===== src/rtl/avr_cpu_control_pkg.sv =====
`default_nettype none
// ============================================================================
// Module   : avr_cpu_control_pkg
// Brief    : Opcode match patterns, FSM state and instruction-kind encodings.
// Revision : 1.0
// ============================================================================
package avr_cpu_control_pkg;

    // Mask/value pairs: an opcode matches when (opcode & mask) == value.
    localparam logic [15:0] c_rjmp_mask   = 16'hF000;
    localparam logic [15:0] c_rjmp_val    = 16'hC000;
    localparam logic [15:0] c_rcall_mask  = 16'hF000;
    localparam logic [15:0] c_rcall_val   = 16'hD000;
    localparam logic [15:0] c_ret_mask    = 16'hFFFF;
    localparam logic [15:0] c_ret_val     = 16'h9508;
    localparam logic [15:0] c_brbx_mask   = 16'hF800;
    localparam logic [15:0] c_brbx_val    = 16'hF000;
    localparam logic [15:0] c_lpm0_mask   = 16'hFFFF;
    localparam logic [15:0] c_lpm0_val    = 16'h95C8;
    localparam logic [15:0] c_lpmz_mask   = 16'hFE0F;
    localparam logic [15:0] c_lpmz_val    = 16'h9004;
    localparam logic [15:0] c_lpmzp_mask  = 16'hFE0F;
    localparam logic [15:0] c_lpmzp_val   = 16'h9005;

    typedef enum logic [0:0] {
        ST_EXEC   = 1'b0,
        ST_SECOND = 1'b1
    } state_e;

    typedef enum logic [1:0] {
        KIND_NONE = 2'd0,
        KIND_JMP  = 2'd1,
        KIND_LPM  = 2'd2
    } kind_e;

    function automatic logic op_match(input logic [15:0] op,
                                      input logic [15:0] mask,
                                      input logic [15:0] val);
        return (op & mask) == val;
    endfunction

endpackage : avr_cpu_control_pkg
`default_nettype wire


===== src/rtl/avr_cpu_control_if.sv =====
`default_nettype none
// ============================================================================
// Module   : avr_cpu_control_if
// Brief    : Fetch/regfile-side bundle of the control stage.
// Revision : 1.0
// ============================================================================
interface avr_cpu_control_if #(
    parameter int PC_W   = 16,
    parameter int SREG_W = 8
);
    logic [15:0]       opcode;
    logic              cycle;
    logic [SREG_W-1:0] sreg;
    logic [15:0]       z_ptr;
    logic [7:0]        lpm_data;

    logic [PC_W-1:0]   pc_update;
    logic              hold;
    logic              read_stack;
    logic              write_stack;
    logic              lpm_read;
    logic [15:0]       lpm_addr;
    logic              rf_we;
    logic [4:0]        rf_waddr;
    logic [7:0]        rf_wdata;
    logic              z_inc;
    logic              illegal;

    modport master (
        input  opcode, cycle, sreg, z_ptr, lpm_data,
        output pc_update, hold, read_stack, write_stack, lpm_read, lpm_addr,
               rf_we, rf_waddr, rf_wdata, z_inc, illegal
    );

    modport slave (
        output opcode, cycle, sreg, z_ptr, lpm_data,
        input  pc_update, hold, read_stack, write_stack, lpm_read, lpm_addr,
               rf_we, rf_waddr, rf_wdata, z_inc, illegal
    );

endinterface : avr_cpu_control_if
`default_nettype wire


===== src/rtl/avr_cpu_control_decode.sv =====
`default_nettype none
// ============================================================================
// Module   : avr_cpu_control_decode
// Brief    : Combinational classifier for control-flow and LPM opcodes.
// Revision : 1.0
// ============================================================================
module avr_cpu_control_decode
    import avr_cpu_control_pkg::*;
#(
    parameter int PC_W = 16
) (
    input  logic [15:0]     opcode,
    output kind_e           kind,
    output logic [PC_W-1:0] offset,
    output logic [4:0]      rd,
    output logic            zplus,
    output logic            is_branch,
    output logic            is_call,
    output logic            is_ret,
    output logic            br_clr,
    output logic [2:0]      br_bit
);

    always_comb begin
        kind      = KIND_NONE;
        offset    = '0;
        rd        = '0;
        zplus     = 1'b0;
        is_branch = 1'b0;
        is_call   = 1'b0;
        is_ret    = 1'b0;
        br_clr    = opcode[10];
        br_bit    = opcode[2:0];

        if (op_match(opcode, c_rjmp_mask, c_rjmp_val)) begin
            kind   = KIND_JMP;
            offset = {{(PC_W-12){opcode[11]}}, opcode[11:0]};
        end else if (op_match(opcode, c_rcall_mask, c_rcall_val)) begin
            kind    = KIND_JMP;
            is_call = 1'b1;
            offset  = {{(PC_W-12){opcode[11]}}, opcode[11:0]};
        end else if (op_match(opcode, c_ret_mask, c_ret_val)) begin
            kind   = KIND_JMP;
            is_ret = 1'b1;
        end else if (op_match(opcode, c_brbx_mask, c_brbx_val)) begin
            // Branches are classified as jumps; whether they are taken is
            // resolved against SREG by the sequencer.
            kind      = KIND_JMP;
            is_branch = 1'b1;
            offset    = {{(PC_W-7){opcode[9]}}, opcode[9:3]};
        end else if (op_match(opcode, c_lpm0_mask, c_lpm0_val)) begin
            kind = KIND_LPM;
        end else if (op_match(opcode, c_lpmz_mask, c_lpmz_val)) begin
            kind = KIND_LPM;
            rd   = opcode[8:4];
        end else if (op_match(opcode, c_lpmzp_mask, c_lpmzp_val)) begin
            kind  = KIND_LPM;
            rd    = opcode[8:4];
            zplus = 1'b1;
        end
    end

endmodule : avr_cpu_control_decode
`default_nettype wire


===== src/rtl/avr_cpu_control.sv =====
`default_nettype none
// ============================================================================
// Module   : avr_cpu_control
// Brief    : Two-cycle sequencer for jumps/calls/returns/branches and LPM.
// Revision : 1.0
// ============================================================================
module avr_cpu_control
    import avr_cpu_control_pkg::*;
#(
    parameter int PC_W   = 16,
    parameter int SREG_W = 8
) (
    input  logic               clk,
    input  logic               rst_n,
    avr_cpu_control_if.master  bus
);

    state_e          state_q, state_d;
    kind_e           kind_q,  kind_d;
    logic [4:0]      rd_q,    rd_d;
    logic            zplus_q, zplus_d;

    kind_e           w_dec_kind;
    logic [PC_W-1:0] w_dec_offset;
    logic [4:0]      w_dec_rd;
    logic            w_dec_zplus;
    logic            w_dec_is_branch;
    logic            w_dec_is_call;
    logic            w_dec_is_ret;
    logic            w_dec_br_clr;
    logic [2:0]      w_dec_br_bit;
    logic            w_taken;

    logic [PC_W-1:0] w_pc_update;
    logic            w_hold;
    logic            w_read_stack;
    logic            w_write_stack;
    logic            w_lpm_read;
    logic [15:0]     w_lpm_addr;
    logic            w_rf_we;
    logic [4:0]      w_rf_waddr;
    logic [7:0]      w_rf_wdata;
    logic            w_z_inc;
    logic            w_illegal;

    avr_cpu_control_decode #(
        .PC_W (PC_W)
    ) u_decode (
        .opcode    (bus.opcode),
        .kind      (w_dec_kind),
        .offset    (w_dec_offset),
        .rd        (w_dec_rd),
        .zplus     (w_dec_zplus),
        .is_branch (w_dec_is_branch),
        .is_call   (w_dec_is_call),
        .is_ret    (w_dec_is_ret),
        .br_clr    (w_dec_br_clr),
        .br_bit    (w_dec_br_bit)
    );

    // BRBS (bit10=0) is taken on a set flag, BRBC (bit10=1) on a clear one.
    assign w_taken = bus.sreg[w_dec_br_bit] == ~w_dec_br_clr;

    always_ff @(posedge clk) begin
        if (!rst_n) begin
            state_q <= ST_EXEC;
            kind_q  <= KIND_NONE;
            rd_q    <= '0;
            zplus_q <= 1'b0;
        end else begin
            state_q <= state_d;
            kind_q  <= kind_d;
            rd_q    <= rd_d;
            zplus_q <= zplus_d;
        end
    end

    always_comb begin
        state_d       = state_q;
        kind_d        = KIND_NONE;
        rd_d          = rd_q;
        zplus_d       = zplus_q;
        w_pc_update   = '0;
        w_hold        = 1'b0;
        w_read_stack  = 1'b0;
        w_write_stack = 1'b0;
        w_lpm_read    = 1'b0;
        w_lpm_addr    = '0;
        w_rf_we       = 1'b0;
        w_rf_waddr    = '0;
        w_rf_wdata    = '0;
        w_z_inc       = 1'b0;
        w_illegal     = 1'b0;

        case (state_q)
            ST_EXEC: begin
                w_illegal = bus.cycle;
                case (w_dec_kind)
                    KIND_JMP: begin
                        if (!w_dec_is_branch || w_taken) begin
                            w_hold        = 1'b1;
                            w_pc_update   = w_dec_offset;
                            w_write_stack = w_dec_is_call;
                            w_read_stack  = w_dec_is_ret;
                            kind_d        = KIND_JMP;
                            state_d       = ST_SECOND;
                        end
                    end
                    KIND_LPM: begin
                        w_hold     = 1'b1;
                        w_lpm_read = 1'b1;
                        w_lpm_addr = bus.z_ptr;
                        rd_d       = w_dec_rd;
                        zplus_d    = w_dec_zplus;
                        kind_d     = KIND_LPM;
                        state_d    = ST_SECOND;
                    end
                    default: ;
                endcase
            end
            ST_SECOND: begin
                state_d = ST_EXEC;
                if (kind_q == KIND_LPM) begin
                    w_rf_we    = 1'b1;
                    w_rf_waddr = rd_q;
                    w_rf_wdata = bus.lpm_data;
                    w_z_inc    = zplus_q;
                end
            end
            default: state_d = ST_EXEC;
        endcase

        // Outputs are quiet while reset is held, including a reset that lands
        // in the middle of a two-cycle sequence (no stray write or Z update).
        if (!rst_n) begin
            w_pc_update   = '0;
            w_hold        = 1'b0;
            w_read_stack  = 1'b0;
            w_write_stack = 1'b0;
            w_lpm_read    = 1'b0;
            w_lpm_addr    = '0;
            w_rf_we       = 1'b0;
            w_rf_waddr    = '0;
            w_rf_wdata    = '0;
            w_z_inc       = 1'b0;
            w_illegal     = 1'b0;
        end
    end

    assign bus.pc_update   = w_pc_update;
    assign bus.hold        = w_hold;
    assign bus.read_stack  = w_read_stack;
    assign bus.write_stack = w_write_stack;
    assign bus.lpm_read    = w_lpm_read;
    assign bus.lpm_addr    = w_lpm_addr;
    assign bus.rf_we       = w_rf_we;
    assign bus.rf_waddr    = w_rf_waddr;
    assign bus.rf_wdata    = w_rf_wdata;
    assign bus.z_inc       = w_z_inc;
    assign bus.illegal     = w_illegal;

endmodule : avr_cpu_control
`default_nettype wire

===== src/flat_wrapper.sv =====
// flat-port wrapper written by rule: the top's interface ports become plain ports
module avr_cpu_control_flat import avr_cpu_control_pkg::*;
#(
    parameter int PC_W   = 16,
    parameter int SREG_W = 8
)
  (clk, rst_n, bus_opcode, bus_cycle, bus_sreg, bus_z_ptr, bus_lpm_data, bus_pc_update, bus_hold, bus_read_stack, bus_write_stack, bus_lpm_read, bus_lpm_addr, bus_rf_we, bus_rf_waddr, bus_rf_wdata, bus_z_inc, bus_illegal);
  avr_cpu_control_if #(.PC_W(PC_W), .SREG_W(SREG_W)) bus_i ();
  input  logic clk;
  input  logic rst_n;
  input wire logic [$bits(bus_i.opcode)-1:0] bus_opcode;
  input wire logic [$bits(bus_i.cycle)-1:0] bus_cycle;
  input wire logic [$bits(bus_i.sreg)-1:0] bus_sreg;
  input wire logic [$bits(bus_i.z_ptr)-1:0] bus_z_ptr;
  input wire logic [$bits(bus_i.lpm_data)-1:0] bus_lpm_data;
  output wire logic [$bits(bus_i.pc_update)-1:0] bus_pc_update;
  output wire logic [$bits(bus_i.hold)-1:0] bus_hold;
  output wire logic [$bits(bus_i.read_stack)-1:0] bus_read_stack;
  output wire logic [$bits(bus_i.write_stack)-1:0] bus_write_stack;
  output wire logic [$bits(bus_i.lpm_read)-1:0] bus_lpm_read;
  output wire logic [$bits(bus_i.lpm_addr)-1:0] bus_lpm_addr;
  output wire logic [$bits(bus_i.rf_we)-1:0] bus_rf_we;
  output wire logic [$bits(bus_i.rf_waddr)-1:0] bus_rf_waddr;
  output wire logic [$bits(bus_i.rf_wdata)-1:0] bus_rf_wdata;
  output wire logic [$bits(bus_i.z_inc)-1:0] bus_z_inc;
  output wire logic [$bits(bus_i.illegal)-1:0] bus_illegal;
  assign bus_i.opcode = bus_opcode;
  assign bus_i.cycle = bus_cycle;
  assign bus_i.sreg = bus_sreg;
  assign bus_i.z_ptr = bus_z_ptr;
  assign bus_i.lpm_data = bus_lpm_data;
  assign bus_pc_update = bus_i.pc_update;
  assign bus_hold = bus_i.hold;
  assign bus_read_stack = bus_i.read_stack;
  assign bus_write_stack = bus_i.write_stack;
  assign bus_lpm_read = bus_i.lpm_read;
  assign bus_lpm_addr = bus_i.lpm_addr;
  assign bus_rf_we = bus_i.rf_we;
  assign bus_rf_waddr = bus_i.rf_waddr;
  assign bus_rf_wdata = bus_i.rf_wdata;
  assign bus_z_inc = bus_i.z_inc;
  assign bus_illegal = bus_i.illegal;
  avr_cpu_control #(.PC_W(PC_W), .SREG_W(SREG_W)) u_core (.clk(clk), .rst_n(rst_n), .bus(bus_i));
endmodule

===== config.mk =====
export PLATFORM = sky130hd
export DESIGN_NAME = avr_cpu_control_flat
export DESIGN_NICKNAME = d
export VERILOG_FILES = /design/src/rtl/avr_cpu_control_pkg.sv /design/src/rtl/avr_cpu_control_if.sv /design/src/rtl/avr_cpu_control_decode.sv /design/src/rtl/avr_cpu_control.sv /design/src/flat_wrapper.sv
export SDC_FILE = /design/constraint.sdc
export NUM_CORES = 1
export LEC_CHECK = 0
export ABC_AREA = 0
export BUFFER_PORTS_ARGS = -buffer_cell sky130_fd_sc_hd__buf_2
export CORE_MARGIN = 4
export CORE_UTILIZATION = 35
export DETAILED_ROUTE_END_ITERATION = 10
export GPL_TIMING_DRIVEN = 0
export HOLD_SLACK_MARGIN = 0.08
export PLACE_DENSITY = 0.81
export SYNTH_ARGS = -nofsm -noshare
export SYNTH_HDL_FRONTEND = slang
export SYNTH_SLANG_ARGS = --single-unit

===== constraint.sdc =====
create_clock -name clk -period 3.2 [get_ports clk]
set_input_delay 0.48 -clock clk [delete_from_list [all_inputs] [get_ports clk]]
set_output_delay 0.48 -clock clk [all_outputs]
set_load 0.05 [all_outputs]

# After elaboration in Yosys (flattened, before gate mapping)
# Cells that the tools add are included.
# classes
magnitude_cmp	1
n_eq_ne	11
mux	75
n_bitwise	3
reduce_logical	4
# op_table
cell	n
$mux W16	11
$mux W5	10
$mux W1	40
$eq A16 B16 Y1 const B	2
$mux W8	3
$eq A11 B11 Y1 const B	2
$mux W2	7
$eq A4 B4 Y1 const B	2
$eq A5 B5 Y1 const B	1
$eq A2 B2 Y1 const B	2
$lt A3 B4 Y1 const B	1
$pmux W1 S2	2
$pmux W2 S2	1
$bmux W1 S3	1
$not A1 Y1	3
$eq A2 B1 Y1 const B	1
$reduce_and A2 Y1	1
$reduce_or A2 Y1	1
$eq A1 B1 Y1	1
$logic_not A1 Y1	1
$logic_or A1 B1 Y1	1
# totals
ff_bits	9

# Logic depth before layout (Yosys ltp)
# Gate-level depths: netlist of run 1.
# depth
depth_word	12
mapped_depth	11

# Modules after synthesis
# From an unflattened synthesis of run 1, not the netlist that was laid out.
# hier_totals
cells_unflattened	150
hier_area_um2	1212.4
# by_module_without_submodules
mod	n_inst	cells_each	area_per_inst_um2	seq_area_each_um2
avr_cpu_control	1	102	847.1	180.2
avr_cpu_control_decode	1	48	365.4	0.0

# Worst setup path after synthesis of run 1
# No wires, ideal clock.
# synth_path
kind	input -> output
startpoint	input port bus_opcode[13]
endpoint	output port bus_pc_update[12]
t_arrival_ps	3158
required_time_ps	2720
setup_slack_ps	-438
path_stages	9
n_path_buf	1
cell_sequence	nor4_1 nand3_1 or4_1 nand2b_1 ha_1 nand2_1 a31o_4 a21oi_1 buf_4
# synth_via
elab_chain_len	12
word_cells_on_any_way	29
# synth_rtl
element	line_no	rtl
start, declared	flat_wrapper.sv:11	input wire logic [$bits(bus_i.opcode)-1:0] bus_opcode;
$eq A11 B11 Y1	avr_cpu_control_pkg.sv:39	return (op & mask) == val;
$mux W2	avr_cpu_control_decode.sv:56	end else if (op_match(opcode, c_lpmzp_mask, c_lpmzp_val)) begin
$mux W2	avr_cpu_control_decode.sv:53	end else if (op_match(opcode, c_lpmz_mask, c_lpmz_val)) begin
$mux W2	avr_cpu_control_decode.sv:51	end else if (op_match(opcode, c_lpm0_mask, c_lpm0_val)) begin
$mux W2	avr_cpu_control_decode.sv:45	end else if (op_match(opcode, c_brbx_mask, c_brbx_val)) begin
$mux W2	avr_cpu_control_decode.sv:42	end else if (op_match(opcode, c_ret_mask, c_ret_val)) begin
$mux W2	avr_cpu_control_decode.sv:38	end else if (op_match(opcode, c_rcall_mask, c_rcall_val)) begin
$mux W2	avr_cpu_control_decode.sv:35	if (op_match(opcode, c_rjmp_mask, c_rjmp_val)) begin
$eq A2 B1 Y1	avr_cpu_control.sv:98	case (w_dec_kind)
$mux W16 *	avr_cpu_control.sv:98	
$mux W16 *	avr_cpu_control.sv:95	case (state_q)
$mux W16 *	avr_cpu_control.sv:135	if (!rst_n) begin
end, declared	flat_wrapper.sv:16	output wire logic [$bits(bus_i.pc_update)-1:0] bus_pc_update;
# Every way passes the cells marked *; elsewhere a longest branch is shown, timed or not.

# Worst setup path in the final report of run 1
# layout_path
startpoint	input port bus_opcode[13]
endpoint	output port bus_pc_update[9]
# The elaborated chain is that of the path after synthesis.

==> flow_summary.yaml, run 1 <==
layout:
  fin_util_pct: 62.5
  layout-drive-gt1-share_pct: 49.2
  ff_latch_area_sq_um: 180
  area_growth_pct: 64.3
  n_fill_cell: 277
  diodes: 0
  multi_input_area_sq_um: 721
  nets: 297
routing:
  drtIter0Drc: 54
  remaining_drc_errors: 0
  avgRoutedWirePerCell_um: 12.5
  ant_nets: 0
  wl_um: 3400
  vias: 1369
  dr.pass1.iters: 4
  vias_per_cell: 5.03
place:
  routabilityCongestion: 0.790
  hpwl_um: 2900
  place.port_buffers: 101
synth:
  yosysSeqAreaShare_pct: 18.4
  synth-edff-count: 0
  yosys.area.top_type_share_pct: 18.4
  synth-seq-cells: 9
  synth.net_count: 190
  synth_top_cells_by_count: "17 x and2_1, 17 x and3_1, 14 x nor2_1"
  synth_top_area_cell: "dfxtp_1"
  synthTopCellsByArea: "dfxtp_1 18%, and2_1 11%, and3_1 11%, a22oi_1 5.4%, nor2_1 5.4%"
  synth_flop_cell: "dfxtp_1"
  yosys_warnings: 0
  synthCells: 136
  async_flop_share_pct: 0
  synth_area_sq_um: 977
  synth.distinct_cells: 33
  syn_area_per_cell_sq_um: 7.19
worst_hold_path:
  whs_path_depth: 1
  hold_path.class: "flop to flop"
  holdPathEnd: "u_core.rd_q[3]"
  min_from: "u_core.rd_q[3]"
clock_network:
  cts_buffers: 3
  cts_tree: "built"
  cts_hold_buffers: 0
  cts_max_path_buffers: 2
  path_clk_slew_ps: 50
  clock_sinks: 9
  htreeDepth: 1
  clockRootBuffer: "clkbuf_4"
  insertion_delay_ps: 260
critical_path:
  critPathRequiredTime_ps: 2720
  reg2reg_depth: 4
  critPathCaptureType: "output pin"
  critPathKind: "input pin to output pin"
  reg2reg_slack_ps: 1860
  crit_fanout: 10
  startpoint_type: "input pin"
  reg2reg_to: "u_core.kind_q[1]"
  critPathArrivalTime_ps: 2640
  regToRegStartpoint: "u_core.state_q"
floorplan:
  die_h_um: 60.8
  row_count: 18
  floorplan.initialDensity_pct: 38.1
  core_sq_um: 2570
  die_area_sq_um: 3700
  ios: 103
  dieWidth_um: 60.8
timing:
  tightest_slew_ps: 452
  slew_headroom_pct: 69.8
  skew_ps: 3.68
  min_period_ps: 3120
  setup_tns_ps: 0
  final-max-slew-violation-count: 0
  timing.fmax_ghz: 0.320
  grt_setup_unrepaired: "no"
  final-hold-violation-count: 0
  fin_crit_sh_pct: 97.6
  setup_violations: 0
global_routing:
  grt_pass1_wl_um: 4890
  grt_start_max_net_pins: 11
  antenna_found_initial: 0
  grt_usage_pct: 17.1
  grt_use_met3_pct: 2.34
  grt_use_met1_pct: 23.0
  grt_pass1_vias: 1129
  grt.busiest_layer: "met2"
  use_met2_pct: 28.5
  grt-ovfl-total: 0
outcome:
  outcome: "complete, no violations"
power:
  ir_drop_mv: 0.120
  p_sw_share_pct: 28.8
  p_int_w: 0.000199
  power.switching_w: 0.0000806
  clkPwrFrac_pct: 29.9
  power_frac_seq_pct: 40.3
  power.density_nw_per_um2: 174
  leakagePower_nw: 0.954
  pwr-share-comb_pct: 29.8
flow_run:
  cap_violations: 0
## worst max-delay path: stages
cell      delay [ps]
buf_2            130
nor4_1           270
nand3_1          170
or4_4            520
nand2b_1         100
ha_1             160
nand2_1           80
a31o_4           250
buf_6            140
nor2_1           100
clkbuf_4         240
## power groups by stage
| stage | clock network [W] | registers [W] | logic (W) |
|---|---|---|---|
| after global routing | 0.0000955 | 0.000112 | 0.0000926 |
| after detailed placement | 0 | 0.000115 | 0.0000823 |
| final | 0.0000836 | 0.000112 | 0.0000833 |
| after floorplan | 0 | 0.000115 | 0.0000393 |
| after CTS | 0.0000869 | 0.000112 | 0.0000825 |
| after global placement | 0 | 0.000115 | 0.0000810 |
## cell families after synthesis
logic type	share of synthesized area, %
fa+ha+maj	3.84
compound gates	21.3
buf+inv	9.35
flops	18.4
mux	4.10
simple gates	43.0
## how the worst max path moves through the flow
stage	cells past startpoint	slack [ps]	start	end
3_3_place_gp	11	20	bus_opcode[13]	bus_pc_update[14]
6_report	11	80	bus_opcode[13]	bus_pc_update[9]
5_1_grt	11	4	bus_opcode[13]	bus_pc_update[9]
2_1_floorplan	9	30	bus_opcode[13]	bus_pc_update[0]
3_5_place_dp	11	1	bus_opcode[13]	bus_pc_update[14]
4_1_cts	11	5	bus_opcode[13]	bus_pc_update[7]
## registers in the layout, indices dropped and copies added (netlist names)
name            flops
u_core.state_q      1
u_core.kind_q       2
u_core.zplus_q      1
u_core.rd_q         5
## layout make-up
cell class | count | area share, %
plain buffers | 11 | 4.52
clock buffers | 4 | 1.64
inverters | 4 | 0.935
multi-input cells | 111 | 44.9
flip-flops and latches | 9 | 11.2
well taps | 30 | 2.34
repair buffers | 103 | 34.5
## placed cells by master (no fill, tap or decap)
cell type and n:
buf_2 89, and3_1 17, and2_1 17, buf_4 17
nor2_1 14, nand2_1 12, dfxtp_1 9, a22oi_1 7
a21oi_1 6, a22o_1 6, clkbuf_1 5, clkbuf_4 5
nor2b_1 4, inv_1 4, mux2i_1 4, nand3_1 3
ha_1 3, nor3_1 2, buf_6 2, nor3b_1 1
nor4_1 1, o21ba_2 1, o21bai_1 1, or4_4 1
nand2b_1 1, nand3b_1 1, a31o_2 1, nand4_1 1
and4_1 1, o21a_1 1, a31o_4 1, a21oi_2 1
and4b_1 1, a21oi_4 1, a21boi_1 1
## through the flow
stage          instance area (sq um)  cells  hold WS (ps)  power [W]  worst slack [ps]
3_5_place_dp                    1530    267           465   0.000197              1.01
2_1_floorplan                    988    136           441   0.000154              25.6
4_1_cts                         1570    271           475   0.000282              5.46
6_report                        1610    272           476   0.000279              76.1
5_1_grt                         1610    272           491   0.000300              3.99
3_3_place_gp                    1530    267           455   0.000196              24.5
## timing repair
action                     in CTS  in global routing
pin swaps                       0                  1
resized for setup               4                 17
setup endpoints to repair       4                 26
hold endpoints to repair        0                  0
buffers inserted                0                  2
## metal layers
metal / wire length (um) / vias to the layer above
met4: 28 / 0
li1: - / 688
met2: 1690 / 66
met3: 351 / 5
met5: 0 / -
met1: 1320 / 610
Note: power is estimated with default switching activity, not from simulation.
==> run 2: changes to the inputs <==
- PLACE_DENSITY: 0.81 -> 0.77
==> flow_summary.yaml, run 2 (synthesis gave the netlist of run 1 again) <==
timing:
  final-max-slew-violation-count: 0
  final-hold-violation-count: 0
  fin_crit_sh_pct: 96.1
  tightest_slew_ps: 423
  slew_headroom_pct: 71.8
  fin_ws_ps: 126
  timing.fmax_ghz: 0.325
  hold_ws_ps: 472
  skew_ps: 3.49
  min_period_ps: 3070
  setup_tns_ps: 0
  setup_violations: 0
place:
  hpwl_um: 2760
  dpl_worst_slack_ps: 18.1
  routabilityCongestion: 0.790
  place.port_buffers: 101
floorplan:
  core_sq_um: 2570
  die_h_um: 60.8
  ios: 103
  die_area_sq_um: 3700
  floorplan.initialDensity_pct: 38.1
  dieWidth_um: 60.8
  row_count: 18
outcome:
  outcome: "complete, no violations"
global_routing:
  grt-ovfl-total: 0
  grt_usage_pct: 17.2
  grt_pass1_vias: 1141
  antenna_found_initial: 0
  grt_pass1_wl_um: 4900
  grt_start_max_net_pins: 11
critical_path:
  startpoint_type: "input pin"
  crit_fanout: 10
  critPathCaptureType: "output pin"
  critPathRequiredTime_ps: 2720
  critPathKind: "input pin to output pin"
  critPathArrivalTime_ps: 2590
power:
  leakagePower_nw: 0.962
  power.density_nw_per_um2: 173
  ir_drop_mv: 0.115
clock_network:
  clock_sinks: 9
  cts_hold_buffers: 0
  cts_tree: "built"
  insertion_delay_ps: 260
  cts_buffers: 3
  clockRootBuffer: "clkbuf_4"
  htreeDepth: 1
  cts_max_path_buffers: 2
  path_clk_slew_ps: 50
layout:
  nets: 299
  diodes: 0
  final_common_cell: "buf_2"
  n_fill_cell: 249
  layout-drive-gt1-share_pct: 50.0
  fin_util_pct: 63.1
  largest_reg_flops: 5
  largest_register: "u_core.rd_q"
  most-common-layout-cells: "91 x buf_2, 17 x and3_1, 17 x and2_1"
  area_growth_pct: 65.7
  largestRegisters: "u_core.rd_q: 5 flops, u_core.kind_q: 2 flops"
routing:
  vias_per_cell: 4.85
  ant_nets: 0
  dr.pass1.iters: 4
  wl_um: 3340
  avgRoutedWirePerCell_um: 12.2
  drtIter0Drc: 36
  vias: 1328
  remaining_drc_errors: 0
flow_run:
  cap_violations: 0
worst_hold_path:
  hold_path.class: "flop to flop"
[run 2: per-layer routing]
metal	up-vias	GRT usage, %	share of wire, %	wire length [um]
met5	-	0	0	0
met4	0	8.36	1.7	57
met3	5	1.70	9.7	323
met2	60	29.0	52	1730
met1	568	21.8	37	1240
li1	695	-	-	-
[run 2: power breakdown]
group          leakage [nW]  internal, W  switching (W)   total, W
Sequential           0.0725     0.000112   0.0000000987   0.000112
Combinational         0.874    0.0000388      0.0000447  0.0000835
Clock                0.0150    0.0000478      0.0000364  0.0000842
[run 2: per-stage QoR]
step	cells	power, W	instance area (sq um)
floorplan	136	0.000154	988
global placement	267	0.000196	1530
detailed placement	267	0.000197	1530
CTS	271	0.000282	1560
global route	274	0.000300	1620
finish	274	0.000280	1620
[run 2: path summary, 6_finish.rpt]
path / startpoint / slack [ps] / end / depth (start not counted)
setup / recovery: bus_opcode[13] / 130 / bus_pc_update[5] / 11
hold / removal: u_core.rd_q[0] / 470 / u_core.rd_q[0] / 1
setup reg to reg: u_core.state_q / 1840 / u_core.zplus_q / 6
hold reg to reg: u_core.rd_q[0] / 470 / u_core.rd_q[0] / 1
[run 2: layout make-up]
type / count / area (sq um) / share of cell area, %
inverter: 4 / 15.0 / 0.927
buffer: 12 / 77.6 / 4.79
multi-input combinational: 111 / 727 / 44.9
sequential: 9 / 180 / 11.1
tap: 30 / 37.5 / 2.32
timing repair buffer: 104 / 556 / 34.3
clock buffer: 4 / 26.3 / 1.62
[run 2: critical path, cell delays in order]
cell and delay [ps]:
buf_2 130, nor4_2 260, nand3_1 140, or4_4 510, nand2b_1 90, ha_1 150, nand2_1 60, a31o_4 250
buf_6 150, nor2_1 90, buf_2 270
[run 2: repair_timing]
| action | 4_1_cts | 5_1_grt |
|---|---|---|
| gates resized for setup | 0 | 22 |
| buffers inserted | 0 | 3 |
| endpoints found under the setup margin | 0 | 27 |
==> run 3: changes to the inputs <==
- ABC_AREA: 0 -> 1
- CORE_UTILIZATION: 35 -> 39
==> flow_summary.yaml, run 3 <==
floorplan:
  row_count: 20
  dieWidth_um: 64.5
  die_area_sq_um: 4160
  core_sq_um: 3050
  die_h_um: 64.5
  floorplan.initialDensity_pct: 40.8
  ios: 103
synth:
  synth_flop_cell: "dfxtp_1"
  synth_area_sq_um: 1240
  synth_top_cells_by_count: "64 x inv_1, 51 x nand2_1, 46 x nor2_1"
  syn_area_per_cell_sq_um: 5.12
  synthCells: 243
  synth-edff-count: 0
  synth_top_family_by_area: "simple AND/OR/NAND/NOR gates"
  synthTopCellsByArea: "inv_1 19%, nand2_1 15%, dfxtp_1 14%, nor2_1 14%, a21oi_1 5.6%"
  synth.net_count: 297
  yosys_warnings: 0
  synth.distinct_cells: 26
  synth_most_common_cell: "inv_1"
  synthSimpleGateAreaFrac_pct: 49.1
  yosysSeqAreaShare_pct: 14.5
  synth_compound_area_share_pct: 8.84
  synthAdderAreaFrac_pct: 3.02
  async_flop_share_pct: 0
  yosys.area.top_type_share_pct: 19.3
  synth_top_area_cell: "inv_1"
  synth_xor_area_share_pct: 0
  synth-seq-cells: 9
  muxShareOfSynthArea_pct: 0
routing:
  vias: 1720
  remaining_drc_errors: 0
  ant_nets: 0
  avgRoutedWirePerCell_um: 9.60
  wl_um: 3790
  drtIter0Drc: 46
  dr.pass1.iters: 4
  vias_per_cell: 4.35
place:
  dpl_worst_slack_ps: -91.5
  routabilityCongestion: 0.879
  hpwl_um: 3210
  place.port_buffers: 102
  dpl_cell_area_sq_um: 1900
clock_network:
  cts_hold_buffers: 0
  insertion_delay_ps: 250
  cts_max_path_buffers: 2
  htreeDepth: 1
  clock_sinks: 9
  cts_buffers: 3
  clockRootBuffer: "clkbuf_4"
  cts_tree: "built"
  path_clk_slew_ps: 60
critical_path:
  critPathCaptureType: "output pin"
  reg2reg_slack_ps: 1990
  critPathKind: "input pin to output pin"
  critPathRequiredTime_ps: 2720
  critPathArrivalTime_ps: 2510
  startpoint_type: "input pin"
  crit_fanout: 8
timing:
  tightest_slew_ps: 356
  setup_violations: 0
  skew_ps: 3.47
  final-max-slew-violation-count: 0
  slew_headroom_pct: 76.3
  timing.fmax_ghz: 0.335
  fin_crit_sh_pct: 93.3
  fin_ws_ps: 214
  final-hold-violation-count: 0
  hold_ws_ps: 468
  min_period_ps: 2990
power:
  ir_drop_mv: 0.0908
  clkPwrFrac_pct: 28.3
  leakagePower_nw: 1.24
  power_frac_seq_pct: 37.4
  power.total_w: 0.000300
  p_int_w: 0.000200
  power.density_nw_per_um2: 152
  power.switching_w: 0.000101
  p_sw_share_pct: 33.6
  pwr-share-comb_pct: 34.3
global_routing:
  use_met2_pct: 30.0
  antenna_found_initial: 0
  grt-ovfl-total: 0
  grt_pass1_wl_um: 6070
  grt_usage_pct: 17.2
  grt.busiest_layer: "met2"
  grt_pass1_vias: 1479
  grt_use_met1_pct: 22.0
  grt_start_max_net_pins: 11
  grt_use_met3_pct: 3.81
layout:
  nets: 406
  fin_util_pct: 65.0
  layout-drive-gt1-share_pct: 42.2
  largestRegisters: "u_core.rd_q: 5 flops, u_core.kind_q: 2 flops"
  final_common_cell: "buf_2"
  design_area_sq_um: 1980
  most-common-layout-cells: "92 x buf_2, 64 x inv_1, 51 x nand2_1"
  largest_register: "u_core.rd_q"
  largest_reg_flops: 5
  area_growth_pct: 59.3
  n_fill_cell: 324
  diodes: 0
outcome:
  outcome: "complete, no violations"
flow_run:
  cap_violations: 0
worst_hold_path:
  hold_path.class: "flop to flop"
==> run 3: cell count changes after synthesis, moves of 7 or more <==
cell	previous run	this run
nor2_2	0	11
and2_1	17	0
nand2_1	12	51
and3_1	17	0
a21oi_1	7	14
nor2_1	14	46
inv_1	4	64
a22oi_1	7	0
nand3_1	3	14
==> run 3: cells by family after synthesis <==
family	Yosys count
compound gates	20
fa+ha+maj	3
buf+inv	77
flops	9
simple gates	134
==> run 3: path summary, 6_finish.rpt <==
path	start	depth (start not counted)	endpoint
hold reg to reg	u_core.zplus_q	2	u_core.zplus_q
setup / recovery	bus_opcode[11]	17	bus_hold
hold / removal	u_core.zplus_q	2	u_core.zplus_q
setup reg to reg	u_core.state_q	6	u_core.state_q
==> run 3: repair_timing <==
action | CTS | global route
endpoints found under the setup margin | 10 | 15
endpoints found under the hold margin | 0 | 0
gates resized for setup | 1 | 15
pin swaps | 0 | 1
setup buffers | 0 | 2
==> run 3: worst max-delay path, stage by stage <==
cell	delay, ps
buf_2	100
inv_2	60
nand2_1	130
nor2_4	190
nand2_1	70
nor2_1	120
a31oi_1	70
inv_1	90
ha_1	140
inv_1	60
nor2_4	120
inv_2	110
nor2_4	110
inv_2	80
or2_2	290
nand2_1	70
clkbuf_4	220
==> run 3: cell type report <==
class                      count  area, sq um  area share (%)
buffer                         7         50.0            2.52
clock buffer                   4         26.3            1.32
inverter                      70          263            13.2
multi-input combinational    157          856            43.2
sequential                     9          180            9.09
tap                           44         55.1            2.78
timing repair buffer         104          553            27.9
==> run 3: routing by layer <==
metal,vias to the layer above,wire (um)
li1,919,-
met4,0,19
met5,-,0
met3,4,368
met1,721,1600
met2,76,1810
==> run 3: through the flow <==
| step | cells | setup TNS (ps) |
|---|---|---|
| global placement | 389 | -544 |
| CTS | 393 | 0 |
| finish | 395 | 0 |
| floorplan | 243 | 0 |
| detailed placement | 389 | -654 |
| global route | 395 | -8.18 |
==> run 3: power by group through the flow <==
| stage | Combinational (W) | Sequential, W | Clock, W |
|---|---|---|---|
| 2_1_floorplan | 0.0000544 | 0.000115 | 0 |
| 3_3_place_gp | 0.0000998 | 0.000115 | 0 |
| 3_5_place_dp | 0.000101 | 0.000115 | 0 |
| 4_1_cts | 0.000102 | 0.000112 | 0.0000862 |
| 5_1_grt | 0.000116 | 0.000112 | 0.0000901 |
| 6_report | 0.000103 | 0.000112 | 0.0000849 |
